==> src/rtl/ws2812_multi_driver_pkg.sv <==
// Shared definitions for the multi-channel WS2812 driver: FSM states, GRB byte
// offsets within an LED, and default bit timing for a 10 MHz clock.
package ws2812_multi_driver_pkg;

    typedef enum logic [2:0] {
        ST_IDLE,
        ST_LOAD,
        ST_HIGH,
        ST_LOW,
        ST_LATCH
    } state_e;

    // Byte order inside one LED as the strip expects it on the wire.
    localparam int OFS_G         = 0;
    localparam int OFS_R         = 1;
    localparam int OFS_B         = 2;
    localparam int BYTES_PER_LED = 3;

    localparam int DEF_T0H    = 4;
    localparam int DEF_T1H    = 8;
    localparam int DEF_TBIT   = 13;
    localparam int DEF_TRESET = 500;

endpackage

==> src/rtl/ws2812_bit_timer.sv <==
// Shared bit-period counter for all channels; flags the end of a short high,
// the end of a long high and the end of the full bit period.
module ws2812_bit_timer #(
    parameter int T0H  = 4,
    parameter int T1H  = 8,
    parameter int TBIT = 13
) (
    input  logic clk,
    input  logic rst_n,
    input  logic run,
    output logic hi0_end,
    output logic hi1_end,
    output logic bit_end
);

    localparam int CW = (TBIT > 1) ? $clog2(TBIT) : 1;

    logic [CW-1:0] cnt;

    assign hi0_end = run && (cnt == CW'(T0H - 1));
    assign hi1_end = run && (cnt == CW'(T1H - 1));
    assign bit_end = run && (cnt == CW'(TBIT - 1));

    // Restarts at every bit boundary, so it never wraps inside a bit.
    always_ff @(posedge clk or negedge rst_n) begin
        if (!rst_n) begin
            cnt <= '0;
        end else if (!run || bit_end) begin
            cnt <= '0;
        end else begin
            cnt <= cnt + 1'b1;
        end
    end

endmodule

==> src/rtl/ws2812_multi_driver.sv <==
// Multi-channel WS2812 strip driver: byte-addressed GRB frame buffer, all
// channels shifted out in parallel MSB first, followed by a latch gap.
module ws2812_multi_driver
    import ws2812_multi_driver_pkg::*;
#(
    parameter int CHANNELS = 2,
    parameter int LED_CNT  = 11,
    parameter int T0H      = DEF_T0H,
    parameter int T1H      = DEF_T1H,
    parameter int TBIT     = DEF_TBIT,
    parameter int TRESET   = DEF_TRESET,
    parameter int AW       = $clog2(CHANNELS * LED_CNT * 3)
) (
    input  logic                clk,
    input  logic                rst_n,
    input  logic                wr_en,
    input  logic [AW-1:0]       wr_addr,
    input  logic [7:0]          wr_data,
    output logic                wr_err,
    input  logic                start,
    output logic                busy,
    output logic                done,
    output logic [CHANNELS-1:0] led_o
);

    localparam int BYTES_PER_CH = LED_CNT * BYTES_PER_LED;
    localparam int DEPTH        = CHANNELS * BYTES_PER_CH;
    localparam int AW1          = AW + 1;
    localparam int LW           = (LED_CNT > 1) ? $clog2(LED_CNT) : 1;
    localparam int LTW          = $clog2(TRESET + 1);

    localparam logic [AW:0]     DEPTH_V  = AW1'(DEPTH);
    localparam logic [LW-1:0]   LAST_LED = LW'(LED_CNT - 1);
    localparam logic [LTW-1:0]  LAT_LAST = LTW'(TRESET - 1);
    localparam logic [1:0]      COL_G    = 2'(OFS_G);
    localparam logic [1:0]      COL_R    = 2'(OFS_R);
    localparam logic [1:0]      COL_B    = 2'(OFS_B);

    state_e         state, state_nxt;
    logic [7:0]     mem   [DEPTH];
    logic [7:0]     shreg [CHANNELS];
    logic [LW-1:0]  led_idx;
    logic [1:0]     col;
    logic [2:0]     bit_idx;
    logic [LTW-1:0] lat_cnt;
    logic [AW-1:0]  boff;

    logic run, hi0_end, hi1_end, bit_end;
    logic wr_ok, start_ok, last_byte, lat_end, next_bit;

    assign wr_ok     = wr_en && (state == ST_IDLE) && ({1'b0, wr_addr} < DEPTH_V);
    assign start_ok  = start && (state == ST_IDLE);
    assign last_byte = (led_idx == LAST_LED) && (col == COL_B);
    assign lat_end   = (state == ST_LATCH) && (lat_cnt == LAT_LAST);
    assign run       = (state == ST_HIGH) || (state == ST_LOW);
    assign next_bit  = (state == ST_LOW) && bit_end && (bit_idx != 3'd0);
    assign boff      = AW'(led_idx) * AW'(BYTES_PER_LED) + AW'(col);

    ws2812_bit_timer #(
        .T0H  (T0H),
        .T1H  (T1H),
        .TBIT (TBIT)
    ) u_bit_timer (
        .clk     (clk),
        .rst_n   (rst_n),
        .run     (run),
        .hi0_end (hi0_end),
        .hi1_end (hi1_end),
        .bit_end (bit_end)
    );

    // Frame buffer is deliberately not reset; software rewrites it before use.
    always_ff @(posedge clk) begin
        if (wr_ok) begin
            mem[wr_addr] <= wr_data;
        end
    end

    always_ff @(posedge clk or negedge rst_n) begin
        if (!rst_n) begin
            state <= ST_IDLE;
        end else begin
            state <= state_nxt;
        end
    end

    always_comb begin
        state_nxt = state;
        case (state)
            ST_IDLE:  if (start) state_nxt = ST_LOAD;
            ST_LOAD:  state_nxt = ST_HIGH;
            ST_HIGH:  if (hi1_end) state_nxt = ST_LOW;
            ST_LOW: begin
                if (bit_end) begin
                    if (bit_idx != 3'd0) begin
                        state_nxt = ST_HIGH;
                    end else if (last_byte) begin
                        state_nxt = ST_LATCH;
                    end else begin
                        state_nxt = ST_LOAD;
                    end
                end
            end
            ST_LATCH: if (lat_end) state_nxt = ST_IDLE;
            default:  state_nxt = ST_IDLE;
        endcase
    end

    always_ff @(posedge clk or negedge rst_n) begin
        if (!rst_n) begin
            busy    <= 1'b0;
            done    <= 1'b0;
            wr_err  <= 1'b0;
            led_idx <= '0;
            col     <= COL_G;
            bit_idx <= 3'd0;
            lat_cnt <= '0;
        end else begin
            wr_err  <= wr_en && !wr_ok;
            done    <= lat_end;
            lat_cnt <= (state == ST_LATCH) ? lat_cnt + 1'b1 : '0;

            if (start_ok) begin
                busy <= 1'b1;
            end else if (lat_end) begin
                busy <= 1'b0;
            end

            if (state == ST_IDLE) begin
                led_idx <= '0;
                col     <= COL_G;
            end

            // bit_idx wraps after bit 0 but the next LOAD reloads it anyway.
            if (state == ST_LOAD) begin
                bit_idx <= 3'd7;
            end else if (state == ST_LOW && bit_end) begin
                bit_idx <= bit_idx - 1'b1;
                if (bit_idx == 3'd0) begin
                    if (col == COL_B) begin
                        col     <= COL_G;
                        led_idx <= led_idx + 1'b1;
                    end else begin
                        col <= (col == COL_G) ? COL_R : COL_B;
                    end
                end
            end
        end
    end

    // Every line rises together at bit start; a 0-bit line drops at the short
    // mark, all lines drop at the long mark.
    always_ff @(posedge clk or negedge rst_n) begin
        if (!rst_n) begin
            led_o <= '0;
            for (int c = 0; c < CHANNELS; c++) begin
                shreg[c] <= '0;
            end
        end else begin
            for (int c = 0; c < CHANNELS; c++) begin
                if (state == ST_LOAD) begin
                    shreg[c] <= mem[AW'(c * BYTES_PER_CH) + boff];
                    led_o[c] <= 1'b1;
                end else if (next_bit) begin
                    shreg[c] <= {shreg[c][6:0], 1'b0};
                    led_o[c] <= 1'b1;
                end else if (state == ST_HIGH && (hi1_end || (hi0_end && !shreg[c][7]))) begin
                    led_o[c] <= 1'b0;
                end
            end
        end
    end

endmodule
==> config.mk <==
export PLATFORM = sky130hd
export DESIGN_NAME = ws2812_multi_driver
export DESIGN_NICKNAME = d
export VERILOG_FILES = /design/src/rtl/ws2812_multi_driver_pkg.sv /design/src/rtl/ws2812_bit_timer.sv /design/src/rtl/ws2812_multi_driver.sv
export SDC_FILE = /design/constraint.sdc
export NUM_CORES = 1
export LEC_CHECK = 0
export ABC_CLOCK_PERIOD_IN_PS = 8020
export BUFFER_PORTS_ARGS = -buffer_cell sky130_fd_sc_hd__buf_2
export CORE_MARGIN = 3
export CORE_UTILIZATION = 34
export DETAILED_ROUTE_END_ITERATION = 7
export PLACE_DENSITY = 0.47
export SLEW_MARGIN = 10
export SYNTH_ARGS = -nofsm -noshare
export SYNTH_HDL_FRONTEND = slang
export SYNTH_HIERARCHICAL = 1
export SYNTH_SLANG_ARGS = --single-unit
export TNS_END_PERCENT = 10
==> constraint.sdc <==
create_clock -name clk -period 8.02 [get_ports clk]
set_clock_uncertainty 0.05 [all_clocks]
set_input_delay 0.802 -clock clk [delete_from_list [all_inputs] [get_ports clk]]
set_output_delay 0.802 -clock clk [all_outputs]
set_load 0.05 [all_outputs]
==> results.tsv <==
stage	metric	value	unit
sta	Least-Margin Pin Slew	1.18	ns
setup_path	required time of the critical path	8.51	ns
logic_synthesis	Post-synth EDFFs	528	
sta	final setup margin	3.18	ns
logic_synthesis	count leader, synth	edfxtp_1	
die	initial core utilization	0.345	
cts	CTS H-Tree Depth	3	
hold_path	worst min path class	primary input to async pin	
setup_path	most frequent CP cell	inv_1	
sta	setup TNS	0	ns
cts	CTS tree	done	
final_layout	fraction of layout cells with a size suffix above 1	0.263	
cts	clock sink total	574	
sta	period utilization	0.603	
cts	setup bufs post-CTS	0	
pwr	PwrDens	215	nW/um2
logic_synthesis	syn_area_per_cell	18.5	um2
detailed_routing	1st-pass router iterations	5	
sta	Achievable Freq	207	MHz
cts	maximum root-to-sink buffer count	3	
setup_path	Buf/Inv on CP	4	
sta	# setup viols final	0	
detailed_routing	via count	13700	
outcome	outcome	finished, final reports clean	
die	num rows	100	
pwr	Peak supply drop	0.165	mV
placement	IO buf count	23	
grt	global-route wire length before repair	103000	um
placement	detailed placement HPWL	44900	um
detailed_routing	Residual DRC	0	
setup_path	largest fanout on the critical path	33	
sta	RSZ-0062 raised after global routing	no	
final_layout	post-layout net count	1467	
sta	Final Hold Fails	0	
cts	CTS clk-pin slew, worst paths	0.07	ns
pwr	Lkg Pwr	9.06	nW
detailed_routing	final WL	70800	um
logic_synthesis	Yosys cell types	66	
setup_path	CP arrival	5.33	ns
cts	Root Buffer	clkbuf_16	
logic_synthesis	register area share after synthesis	0.658	
cts	post-CTS sizing	0	
setup_path	critical path type	flip-flop to flip-flop	
setup_path	startpoint types	flip-flop	
logic_synthesis	Synth Instances	1394	
grt	vias in the first global route	14200	
die	Core ar.	74800	um2
grt	Overflow after GRT	0	
sta	WHS	0.187	ns
detailed_routing	WL/cell	28.9	um
die	Die Width	282	um
logic_synthesis	top post-synthesis cells by count	edfxtp_1, mux4_2, nand2_1, nor2_1, mux2i_1	
logic_synthesis	Synth top area share	0.614	
final_layout	final core occ	0.388	
setup_path	Critical Path Max Stage Delay	1.28	ns
placement	RePlAce Congestion	0.825	
logic_synthesis	Post-Syn Nets	1431	
logic_synthesis	area of the mapped netlist	25800	um2
sta	Pins Over Slew Limit	0	
sta	Max-slew headroom	0.211	
cts	Post-CTS Hold Buffers	0	
setup_path	crit end category	flip-flop	
final_layout	n_diodes	0	
detailed_routing	DR iter-0 viols	1441	
cts	TritonCTS buffer count	66	
run	max cap viols	0	
placement	worst slack, placed	3.20	ns
die	I/O Pins	24	
logic_synthesis	most used flip-flop cell after synthesis	edfxtp_1	
die	full die area	79300	um2
detailed_routing	Antenna Nets Post-Route	0	
grt	all-layer global routing usage	0.183	
logic_synthesis	Synth area leaders	edfxtp_1, mux4_2, dfrtp_1	
cts	worst skew pair latency	0.63	ns
grt	initial antenna violation count	1	
setup_path	CP delay by family, top	adder cells	
grt	largest net degree at the start of global routing	99	
logic_synthesis	Syn. warnings	6	
final_layout	Area growth, synth to finish	12.5	%
logic_synthesis	number of synthesized register bits	574	
detailed_routing	vias per cell	5.61	
sta	minimum clock period	4.84	ns
logic_synthesis	dominant cell type by area after synthesis	edfxtp_1	
setup_path	worst-path cell chain	inv_1 -> fa_1 -> inv_1 -> ha_4 -> inv_1 -> fa_4 -> buf_4 -> nand3b_1 -> xnor2_2 -> a211o_1 -> a21oi_2 -> a22oi_1 -> a21oi_1	
logic_synthesis	asr flop ratio synth	0.0801	
die	Die Ht	282	um
setup_path	Critical Path Slowest Stage Cell	fa_4	
-- layout make-up --
class	instances	area [um2]
multi-input combinational	721	8380
fill	6807	45800
sequential	574	17000
inverter	20	75.1
clock buffer	82	1720
tap	969	1210
timing repair buffer	47	323
clock inverter	34	347
-- routing by layer --
layer	part of all wire	wire (um)	up-vias	GRT usage
li1	-	-	5845	-
met1	0.45	31600	7382	0.258
met2	0.46	32900	406	0.282
met3	0.064	4550	98	0.0461
met4	0.025	1800	2	0.0518
met5	0.00027	19	-	0
-- layout by cell type (no fill, tap or decap), types with 4 or more instances in the layout --
| master | count |
|---|---|
| ha_1 | 13 |
| nand3_1 | 34 |
| nand4_1 | 7 |
| nor2b_1 | 18 |
| o21ai_0 | 28 |
| clkbuf_16 | 66 |
| or3_1 | 10 |
| dfrtp_1 | 46 |
| edfxtp_1 | 528 |
| buf_4 | 23 |
| a31oi_1 | 5 |
| o211ai_1 | 7 |
| nand3b_1 | 4 |
| clkinv_2 | 9 |
| nand2_1 | 83 |
| a2111oi_0 | 4 |
| nor2_1 | 79 |
| xnor2_1 | 7 |
| o21ai_1 | 4 |
| clkinv_1 | 15 |
| mux2_2 | 7 |
| nand2b_1 | 5 |
| a21oi_1 | 37 |
| a211oi_1 | 12 |
| mux2_1 | 6 |
| nor3_1 | 8 |
| buf_2 | 22 |
| bufinv_16 | 4 |
| inv_1 | 19 |
| a22oi_1 | 4 |
| clkbuf_1 | 15 |
| mux4_2 | 230 |
| mux2i_1 | 58 |
-- worst paths after layout --
kind,startpoint,end,slack [ns],cells after the start
min,rst_n,shreg[8]$_DFFE_PN0P_,0.19,1
max in group asynchronous,rst_n,lat_cnt[8]$_DFF_PN0_,7.28,1
max reg2reg,led_idx[0]$_DFF_PN0_,shreg[3]$_DFFE_PN0P_,3.18,13
min in group clk,start,state[0]$_DFFE_PN0P_,0.40,3
max,led_idx[0]$_DFF_PN0_,shreg[3]$_DFFE_PN0P_,3.18,13
min reg2reg,lat_cnt[0]$_DFF_PN0_,lat_cnt[0]$_DFF_PN0_,0.44,1
-- state kept, by name, summed over array words and instances (netlist names) --
name	count
wr_err	1
shreg	16
led_o	2
col	2
u_bit_timer/cnt	4
state	3
led_idx	4
busy	1
done	1
lat_cnt	9
mem	528
bit_idx	3
-- where the power goes --
group          switching, mW  internal [mW]  total (mW)
sequential          0.000141           3.27        3.27
combinational         0.0629        0.00794      0.0709
clock                   1.24           1.67        2.91
total                   1.30           4.95        6.25
-- logic make-up (layout without fill, tap and decap cells) --
logic type / count (synthesis) / in the layout / synth area share
compound gates: 126 / 126 / 0.0313
xor+xnor: 11 / 11 / 0.00504
fa+ha+maj: 18 / 18 / 0.00930
buf+inv: 99 / 183 / 0.0194
flops: 574 / 574 / 0.658
mux: 301 / 301 / 0.229
simple gates: 265 / 265 / 0.0477
-- stage by stage --
stage	power, mW	area, um2	cells
finish	6.25	29100	2447
global route	6.46	29100	2447
CTS	6.32	29100	2447
detailed placement	3.40	27000	2331
global placement	3.40	27000	2331
floorplan	3.34	25800	1394
(Power assumes the default switching activity.)
